### src/rtl/combat_status_pkg.sv
// Shared constants for the combat status block and the stage controller:
// stage codes, kills-per-stage target step and the combat state encoding.
package combat_status_pkg;

  localparam logic [3:0] STAGE_TITLE = 4'h0;
  localparam logic [3:0] STAGE_1     = 4'h1;
  localparam logic [3:0] STAGE_2     = 4'h2;
  localparam logic [3:0] STAGE_3     = 4'h3;
  localparam logic [3:0] STAGE_4     = 4'h4;
  localparam logic [3:0] STAGE_WIN   = 4'hE;
  localparam logic [3:0] STAGE_OVER  = 4'hF;

  localparam int KILLS_PER_STAGE = 2;

  typedef enum logic [1:0] {
    IDLE   = 2'd0,
    PLAY   = 2'd1,
    INVULN = 2'd2,
    DEAD   = 2'd3
  } combat_state_t;

  function automatic logic is_play_stage(input logic [3:0] stage);
    return (stage >= STAGE_1) && (stage <= STAGE_4);
  endfunction

endpackage

### src/rtl/combat_status_if.sv
// Bundle between the stage controller / collision logic (master) and the
// combat status block (slave).
interface combat_status_if;
  logic [3:0] stage;
  logic       changing_stage;
  logic       enemy_hit;
  logic       player_hit;
  logic [3:0] kills;
  logic       gameover;
  logic [2:0] hp;
  logic       invuln;

  modport master (
    output stage, changing_stage, enemy_hit, player_hit,
    input  kills, gameover, hp, invuln
  );

  modport slave (
    input  stage, changing_stage, enemy_hit, player_hit,
    output kills, gameover, hp, invuln
  );
endinterface

### src/rtl/combat_status_invuln_timer.sv
// Loadable 8-bit down-counter for the post-hit invulnerability window;
// done pulses on the last counting cycle (count about to reach zero).
module combat_status_invuln_timer #(
  parameter int LOAD_VALUE = 50
) (
  input  logic clk,
  input  logic rst,
  input  logic load,
  input  logic clear,
  output logic active,
  output logic done
);

  logic [7:0] count_r;

  // Down-counter; clear wins over load so a stage change always cancels.
  always_ff @(posedge clk or posedge rst) begin
    if (rst) begin
      count_r <= 8'd0;
    end else if (clear) begin
      count_r <= 8'd0;
    end else if (load) begin
      count_r <= 8'(LOAD_VALUE);
    end else if (count_r != 8'd0) begin
      count_r <= count_r - 8'd1;
    end else begin
      count_r <= count_r;
    end
  end

  assign active = (count_r != 8'd0);
  assign done   = (count_r == 8'd1);

endmodule

### src/rtl/combat_status.sv
// Kill count, player HP, invulnerability and gameover tracking.
// Optional build macro STAGE_HEAL_EN: +1 HP (capped) on entering a play stage.
module combat_status #(
  parameter int MAX_HP          = 3,
  parameter int KILLS_PER_STAGE = 2,
  parameter int INVULN_CYCLES   = 50
) (
  input  logic            clk,
  input  logic            rst,
  combat_status_if.slave  bus
);
  import combat_status_pkg::*;

  localparam logic [2:0] HP_FULL = 3'(MAX_HP);
  localparam logic [3:0] KPS4    = 4'(KILLS_PER_STAGE);

  combat_state_t state_r;
  logic [3:0]    kills_r;
  logic [2:0]    hp_r;
  logic          gameover_r;
  logic          invuln_r;

  logic       stage_play;
  logic [3:0] target;
  logic       in_combat;
  logic       stage_change;
  logic       active_play;
  logic       kill_ok;
  logic       hit_taken;
  logic       hit_fatal;
  logic       hit_survived;
  logic       timer_load;
  logic       timer_clear;
  logic       timer_active;
  logic       timer_done;

  // Input decode; a stage change masks every hit in the same cycle.
  always_comb begin
    stage_play   = is_play_stage(bus.stage);
    target       = bus.stage * KPS4;
    in_combat    = (state_r == PLAY) || (state_r == INVULN);
    stage_change = in_combat && bus.changing_stage;
    active_play  = in_combat && !bus.changing_stage && stage_play;
    kill_ok      = active_play && bus.enemy_hit && (kills_r < target);
    hit_taken    = active_play && bus.player_hit && (state_r == PLAY);
    hit_fatal    = hit_taken && (hp_r <= 3'd1);
    hit_survived = hit_taken && (hp_r > 3'd1);
    timer_load   = hit_survived;
    timer_clear  = in_combat && (bus.changing_stage || !stage_play);
  end

  combat_status_invuln_timer #(
    .LOAD_VALUE (INVULN_CYCLES)
  ) u_timer (
    .clk    (clk),
    .rst    (rst),
    .load   (timer_load),
    .clear  (timer_clear),
    .active (timer_active),
    .done   (timer_done)
  );

  // Combat state machine; every output is a register updated here.
  always_ff @(posedge clk or posedge rst) begin
    if (rst) begin
      state_r    <= IDLE;
      kills_r    <= 4'd0;
      hp_r       <= HP_FULL;
      gameover_r <= 1'b0;
      invuln_r   <= 1'b0;
    end else begin
      case (state_r)
        IDLE: begin
          if (bus.stage == STAGE_TITLE) begin
            kills_r    <= 4'd0;
            hp_r       <= HP_FULL;
            gameover_r <= 1'b0;
          end else if (stage_play) begin
            state_r <= PLAY;
          end
        end
        PLAY, INVULN: begin
          if (stage_change) begin
            invuln_r <= 1'b0;
            state_r  <= stage_play ? PLAY : IDLE;
`ifdef STAGE_HEAL_EN
            if (stage_play && (hp_r < HP_FULL)) begin
              hp_r <= hp_r + 3'd1;
            end
`endif
          end else if (!stage_play) begin
            invuln_r <= 1'b0;
            state_r  <= IDLE;
          end else begin
            if (kill_ok) begin
              kills_r <= kills_r + 4'd1;
            end
            if (hit_fatal) begin
              hp_r       <= 3'd0;
              gameover_r <= 1'b1;
              invuln_r   <= 1'b0;
              state_r    <= DEAD;
            end else if (hit_survived) begin
              hp_r     <= hp_r - 3'd1;
              invuln_r <= 1'b1;
              state_r  <= INVULN;
            end else if ((state_r == INVULN) && (timer_done || !timer_active)) begin
              invuln_r <= 1'b0;
              state_r  <= PLAY;
            end
          end
        end
        DEAD: begin
          if (bus.stage == STAGE_TITLE) begin
            kills_r    <= 4'd0;
            hp_r       <= HP_FULL;
            gameover_r <= 1'b0;
            state_r    <= IDLE;
          end
        end
        default: begin
          state_r <= IDLE;
        end
      endcase
    end
  end

  assign bus.kills    = kills_r;
  assign bus.hp       = hp_r;
  assign bus.gameover = gameover_r;
  assign bus.invuln   = invuln_r;

endmodule

### src/flat_wrapper.sv
// flat-port wrapper written by rule: the top's interface ports become plain ports
module combat_status_flat import combat_status_pkg::*;
#(
  parameter int MAX_HP          = 3,
  parameter int KILLS_PER_STAGE = 2,
  parameter int INVULN_CYCLES   = 50
)
  (clk, rst, bus_stage, bus_changing_stage, bus_enemy_hit, bus_player_hit, bus_kills, bus_gameover, bus_hp, bus_invuln);
  combat_status_if bus_i ();
  input  logic clk;
  input  logic rst;
  input wire logic [$bits(bus_i.stage)-1:0] bus_stage;
  input wire logic [$bits(bus_i.changing_stage)-1:0] bus_changing_stage;
  input wire logic [$bits(bus_i.enemy_hit)-1:0] bus_enemy_hit;
  input wire logic [$bits(bus_i.player_hit)-1:0] bus_player_hit;
  output wire logic [$bits(bus_i.kills)-1:0] bus_kills;
  output wire logic [$bits(bus_i.gameover)-1:0] bus_gameover;
  output wire logic [$bits(bus_i.hp)-1:0] bus_hp;
  output wire logic [$bits(bus_i.invuln)-1:0] bus_invuln;
  assign bus_i.stage = bus_stage;
  assign bus_i.changing_stage = bus_changing_stage;
  assign bus_i.enemy_hit = bus_enemy_hit;
  assign bus_i.player_hit = bus_player_hit;
  assign bus_kills = bus_i.kills;
  assign bus_gameover = bus_i.gameover;
  assign bus_hp = bus_i.hp;
  assign bus_invuln = bus_i.invuln;
  combat_status #(.MAX_HP(MAX_HP), .KILLS_PER_STAGE(KILLS_PER_STAGE), .INVULN_CYCLES(INVULN_CYCLES)) u_core (.clk(clk), .rst(rst), .bus(bus_i));
endmodule
### config.mk
export PLATFORM = sky130hd
export DESIGN_NAME = combat_status_flat
export DESIGN_NICKNAME = d
export VERILOG_FILES = /design/src/rtl/combat_status_pkg.sv /design/src/rtl/combat_status_if.sv /design/src/rtl/combat_status_invuln_timer.sv /design/src/rtl/combat_status.sv /design/src/flat_wrapper.sv
export SDC_FILE = /design/constraint.sdc
export NUM_CORES = 1
export LEC_CHECK = 0
export CORE_MARGIN = 4
export CORE_UTILIZATION = 54
export CTS_CLUSTER_SIZE = 24
export DETAILED_ROUTE_END_ITERATION = 12
export PLACE_DENSITY = 0.8
export RECOVER_POWER = 50
export SYNTH_ARGS = -nofsm -noshare
export SYNTH_HDL_FRONTEND = slang
export SYNTH_SLANG_ARGS = --single-unit
### constraint.sdc
create_clock -name clk -period 2 [get_ports clk]
set_input_delay 0.2 -clock clk [delete_from_list [all_inputs] [get_ports clk]]
set_output_delay 0.2 -clock clk [all_outputs]
set_load 0.005 [all_outputs]
# After elaboration in Yosys (flattened, before gate mapping)

Cells that the tools add are included.

Word-level logic and storage cells: 92
Input port bits: 9
Output and inout port bits: 9
Register bits: 19

$lt $le $gt $ge: 5
Add/sub/neg operators: 3
Reduce and logical (&&, ||, !) cells: 29
Mux-type cells: 34
Eq/ne operators: 15

Operators with widths:

| kind                                                                   | count |
|---|---|
| 8-bit two-way mux                                                      | 3 |
| 2-bit two-way mux                                                      | 8 |
| 4-bit two-way mux                                                      | 4 |
| 4-bit AND reduction                                                    | 4 |
| 3-bit two-way mux                                                      | 5 |
| 1-bit logical AND                                                      | 12 |
| 2-bit by 1-bit != test with 1-bit output (second input constant)       | 6 |
| 1-bit two-way mux                                                      | 10 |
| 8-bit by 1-bit == test with 1-bit output (second input constant)       | 1 |
| 4-bit one-hot mux with 2 select lines                                  | 1 |
| 8-bit nonzero test                                                     | 1 |
| 8-bit by 1-bit subtractor with 8-bit output (second input constant)    | 1 |
| 6-bit != test (second input constant)                                  | 1 |
| 2-bit one-hot mux with 3 select lines                                  | 1 |
| 3-bit one-hot mux with 2 select lines                                  | 1 |
| 5-bit != test (second input constant)                                  | 1 |
| 4-bit by 1-bit adder with 4-bit output (second input constant)         | 1 |
| 2-bit == test (second input constant)                                  | 2 |
| 4-bit by 1-bit >= comparator with 1-bit output (second input constant) | 1 |
| 4-bit by 3-bit <= comparator with 1-bit output (second input constant) | 1 |
| 4-bit zero test                                                        | 1 |
| 4-bit less-than comparator                                             | 1 |
| 2-bit != test (second input constant)                                  | 2 |
| 2-bit OR reduction                                                     | 2 |
| 11 further kinds                                                       | 15 |

# Longest topological paths before layout

Word-level depth: 12
Depth in mapped cells: 7
Depth with buffers taken out: 7

# Hierarchy

From an unflattened synthesis, not the netlist that was laid out.

Cells, all modules: 150
Area, all modules: 1,422.6 sq um

By module, submodules not included:

| module                     | times used | cells each | area an instance (sq um) |
|---|---|---|---|
| combat_status              | 1          | 94         | 898.4 |
| combat_status_invuln_timer | 1          | 56         | 524.3 |

# Worst setup path after synthesis

No wires, ideal clock.

Path kind: flip-flop to flip-flop
From: register u_core.state_r[0]
To: register u_core.kills_r[2], in the netlist u_core.bus.kills[2]
Cell stages (with the launch flop): 7
Buffers on the path: 0
Setup slack: 261 ps
Arrival time: 1,619 ps
Cell sequence: dfrtp_1 -> inv_1 -> ha_1 -> or3_4 -> a21oi_2 -> a21oi_1 -> a31o_1

Cells in the longest elaborated chain, start to end: 8
Elaborated cells between the ends (all ways): 18
Classes of those cells: eq/ne (7); mux (1); reduce/logical (10)

RTL lines:

| what                                                                      | RTL line                                 | source |
|---|---|---|
| start, declared                                                           | combat_status.sv:17                      | `combat_state_t state_r;` |
| start signal, assigned                                                    | combat_status.sv:85                      | `state_r <= stage_play ? PLAY : IDLE;` |
| 2-bit by 1-bit == test with 1-bit output or 2-bit == test (tied branches) | combat_status.sv:41, combat_status.sv:72 |  |
| 1-bit logical OR                                                          | combat_status.sv:41                      | `in_combat = (state_r == PLAY) \|\| (state_r == INVULN);` |
| 1-bit logical AND (2 in series)                                           | combat_status.sv:43                      | `active_play = in_combat && !bus.changing_stage && stage_play;` |
| 1-bit logical AND (2 in series)                                           | combat_status.sv:44                      | `kill_ok = active_play && bus.enemy_hit && (kills_r < target);` |
| 2-bit by 1-bit != test with 1-bit output (no line)                        | --                                       |  |
| 4-bit AND reduction (no line)                                             | --                                       |  |
| end signal, assigned                                                      | combat_status.sv:96                      | `kills_r <= kills_r + 4'd1;` |
| end, declared                                                             | combat_status.sv:18                      | `logic [3:0] kills_r;` |

Several ways; a longest one is shown, not always the timed one.
A chain may end at the register's enable or synchronous reset.

# Worst setup path after layout

Same ends and word-level chain as after synthesis.

==> impl_summary.log <==
[metrics] outcome: finished clean
[metrics] via count of the first global-routing pass: between 1k and 1.5k
[metrics] ratio of total power to cell area: between 1000 and 1500 mW/mm^2
[metrics] post-CTS clock slew at the launch and capture registers of the worst setup and hold paths: approximately 0.11 ns
[metrics] post-route insts no fill: between 200 and 250
[metrics] number of gates given a new drive strength after cts: 0
[metrics] shortest clock period the worst path allows after layout: around 1.9 ns
[metrics] pins over their slew limit: 0
[metrics] unrepaired setup endpoints after global routing: false
[metrics] number of ports placed on the die boundary: 18
[metrics] transition time of the tightest slew-check pin: a little over 0.7 ns
[metrics] # clock sinks: 19
[metrics] count leader, synth: nor2_1
[metrics] count of routing violations after the opening detailed-route iteration: 32
[metrics] DP Cell Count: 198
[metrics] worst min path class: input port to async pin
[metrics] area delta synth->final: 22.1%
[metrics] sequential share of the synthesized area: 0.367
[metrics] routed length per placed instance: 13.4 um
[metrics] number of synthesis warnings: 0
[metrics] cell types with the largest area share after synthesis: dfrtp_1, ha_1, nor2_1
[metrics] # Max-Cap Violations: 0
[metrics] Placement Rows: 17
[metrics] post-route standard cell area excluding fillers: between 0.0015 and 0.002 mm^2
[metrics] Overflow after GRT: 0
[metrics] count of cell types in the netlist: 39
[metrics] overall die area: 0.00326 mm^2
[metrics] initial antenna violation count: 0
[metrics] DRT Pass-1 Iters: 4
[metrics] global-route wire length before repair: between 4 and 5 mm
[metrics] post-synthesis instance total: between 100 and 150
[metrics] commonest cells in the synthesized netlist: nor2_1, dfrtp_1, nand2_1, inv_1, ha_1
[metrics] starting density of the core: 0.578
[metrics] die extent in y: about 57 um
[metrics] GPL Wtd Cong: 0.811
[metrics] clock root cell: clkbuf_4
[metrics] skew final: 0.00454 ns
[metrics] Max IR drop VDD: around 0.73 mV
[metrics] Crit Path Max Fanout: 5
[metrics] most used flip-flop cell after synthesis: dfrtp_1
[metrics] maximum root-to-sink buffer count: 2
[metrics] share of synthesized flip-flops with an asynchronous set or reset: 1.00
[metrics] postcts setup bufs: 0
[metrics] post-detailed-route via-to-cell ratio: around 5.7
[metrics] max-slew headroom at the worst pin: 0.519
[metrics] post-place instance area: 0.00157 mm^2
[metrics] CP startpoint kind: register
[metrics] count of vias placed by the detailed router: 1148
[metrics] dominant cell type by area after synthesis: dfrtp_1
[metrics] total half-perimeter wirelength after legalization and detailed placement: around 2.2 mm
[metrics] clock network latency to the later pin of the worst-skew pair: ~0.29 ns
[metrics] count of unresolved DRC violations after routing: 0
[metrics] Hold Vio Cnt, Final: 0
[metrics] Tcrit/Tclk final: 0.968
[metrics] FF+latch count, synth: 19
[metrics] area of the core region: 0.00225 mm^2
[metrics] crit path kind: register to register
[metrics] upper clock frequency limit: between 0.5 and 0.6 GHz
[metrics] antenna cells: 0
[metrics] TritonCTS clock tree: yes
[metrics] PortBufs: 17
[metrics] launch point of the worst reg-to-reg path: u_core.state_r[0]
[metrics] layout cells sized above 1: 0.126
[metrics] Final #Nets: between 150 and 200
[metrics] net count after synthesis: approximately 170
[metrics] Syn Area/Cell: approximately 8.9 um^2
[metrics] Arr. time, crit path: approximately 2.1 ns
[metrics] netlist area before placement: 0.00130 mm^2
[metrics] all-layer global routing usage: 0.181
[metrics] post-synth top area share: 0.326
[metrics] pin count of the biggest net entering global routing: 20
[metrics] Post-synth EDFFs: 0
[metrics] endpoint type of the worst setup path: register
[metrics] H-tree levels: 1
[metrics] Hold Buf Count CTS: 0
[metrics] Detail Route Antenna Nets: 0
[metrics] Num CTS Buffers: 3
[metrics] Post-Route WL: 2.71 mm
[metrics] crit path from: u_core.state_r[0]
[metrics] Leakage: 0.747 nW
[metrics] data required time at the worst endpoint: roughly 2.2 ns
[metrics] floorplan die width: around 57 um
[metrics] final setup violation count: 0
[flip-flops by register name, indices dropped and copies added (netlist names)]
signal                  count
u_core.state_r              2
u_core.bus.hp               3
u_core.u_timer.count_r      8
u_core.bus.kills            4
u_core.bus.invuln           1
u_core.bus.gameover         1
[cells by family after synthesis]
| kind of cell | after synthesis | share of synthesized area |
|---|---|---|
| and+or+nand+nor | 55 | 0.210 |
| buffers and inverters | 16 | 0.0461 |
| AOI/OAI and AO/OA | 32 | 0.164 |
| DFF | 19 | 0.367 |
| adders and majority gates | 13 | 0.125 |
| xor gates and xnor gates | 6 | 0.0403 |
| muxes | 5 | 0.0480 |
[metal layers]
metal  track usage  vias to the layer above  part of all wire
met5             0                        -                 0
met4        0.0762                        0             0.022
met3        0.0317                        6             0.042
met2         0.316                       33              0.50
met1         0.218                      544              0.44
li1              -                      565                 -
[stage by stage]
step / power (mW) / util / TNS, ns / hold WS, ns / setup slack, ns
floorplan: 1.39 / - / 0 / 0.150 / 0.261
global placement: 1.72 / 0.694 / -0.0125 / 0.475 / -0.0125
detailed placement: 1.78 / 0.694 / -0.164 / 0.515 / -0.0674
CTS: 1.98 / 0.706 / 0 / 0.354 / 0.0797
global route: 2.14 / 0.706 / 0 / 0.525 / 0.000116
finish: 1.96 / 0.706 / 0 / 0.459 / 0.0648
[where the power goes]
part	internal [mW]	switching [mW]	leakage, nW
logic	0.526	0.554	0.490
clock network	0.0775	0.118	0.0150
registers	0.534	0.148	0.242
total	1.14	0.821	0.747
[layout make-up]
class / instances / area, um^2
inverter: 15 / 56.3
tap: 28 / 35.0
clock buffer: 4 / 26.3
fill: 188 / 663
sequential: 19 / 478
timing repair buffer: 25 / 230
multi-input combinational: 111 / 766
[layout by cell type, fill, tap and decap left out, types with 3 or more instances in the layout]
cell type	instances
clkdlybuf4s50_1	12
a21oi_1	12
dfrtp_1	17
o21ai_1	3
nor2_1	19
ha_1	13
xnor2_1	5
dlygate4sd3_1	5
inv_1	15
clkbuf_4	3
nor3_1	5
buf_4	8
nand2_1	17
[critical path: stages (launching register included)]
cell	delay, ns
dfrtp_1	0.40
inv_1	0.10
ha_1	0.41
or3_4	0.44
a21oi_2	0.20
a21oi_1	0.10
a31o_1	0.19
[path summary, 6_finish.rpt]
path	to	slack, ns	cells after the start
worst min register to register	u_core.bus.gameover	0.52	2
max in group asynchronous	u_core.bus.invuln	1.09	2
min in group clk	u_core.bus.gameover	0.52	2
worst max-delay path	u_core.bus.kills[2]	0.06	6
worst min-delay path	u_core.u_timer.count_r[3]	0.46	2
worst max register to register	u_core.bus.kills[2]	0.06	6
Power figures use the tool's default switching activity.
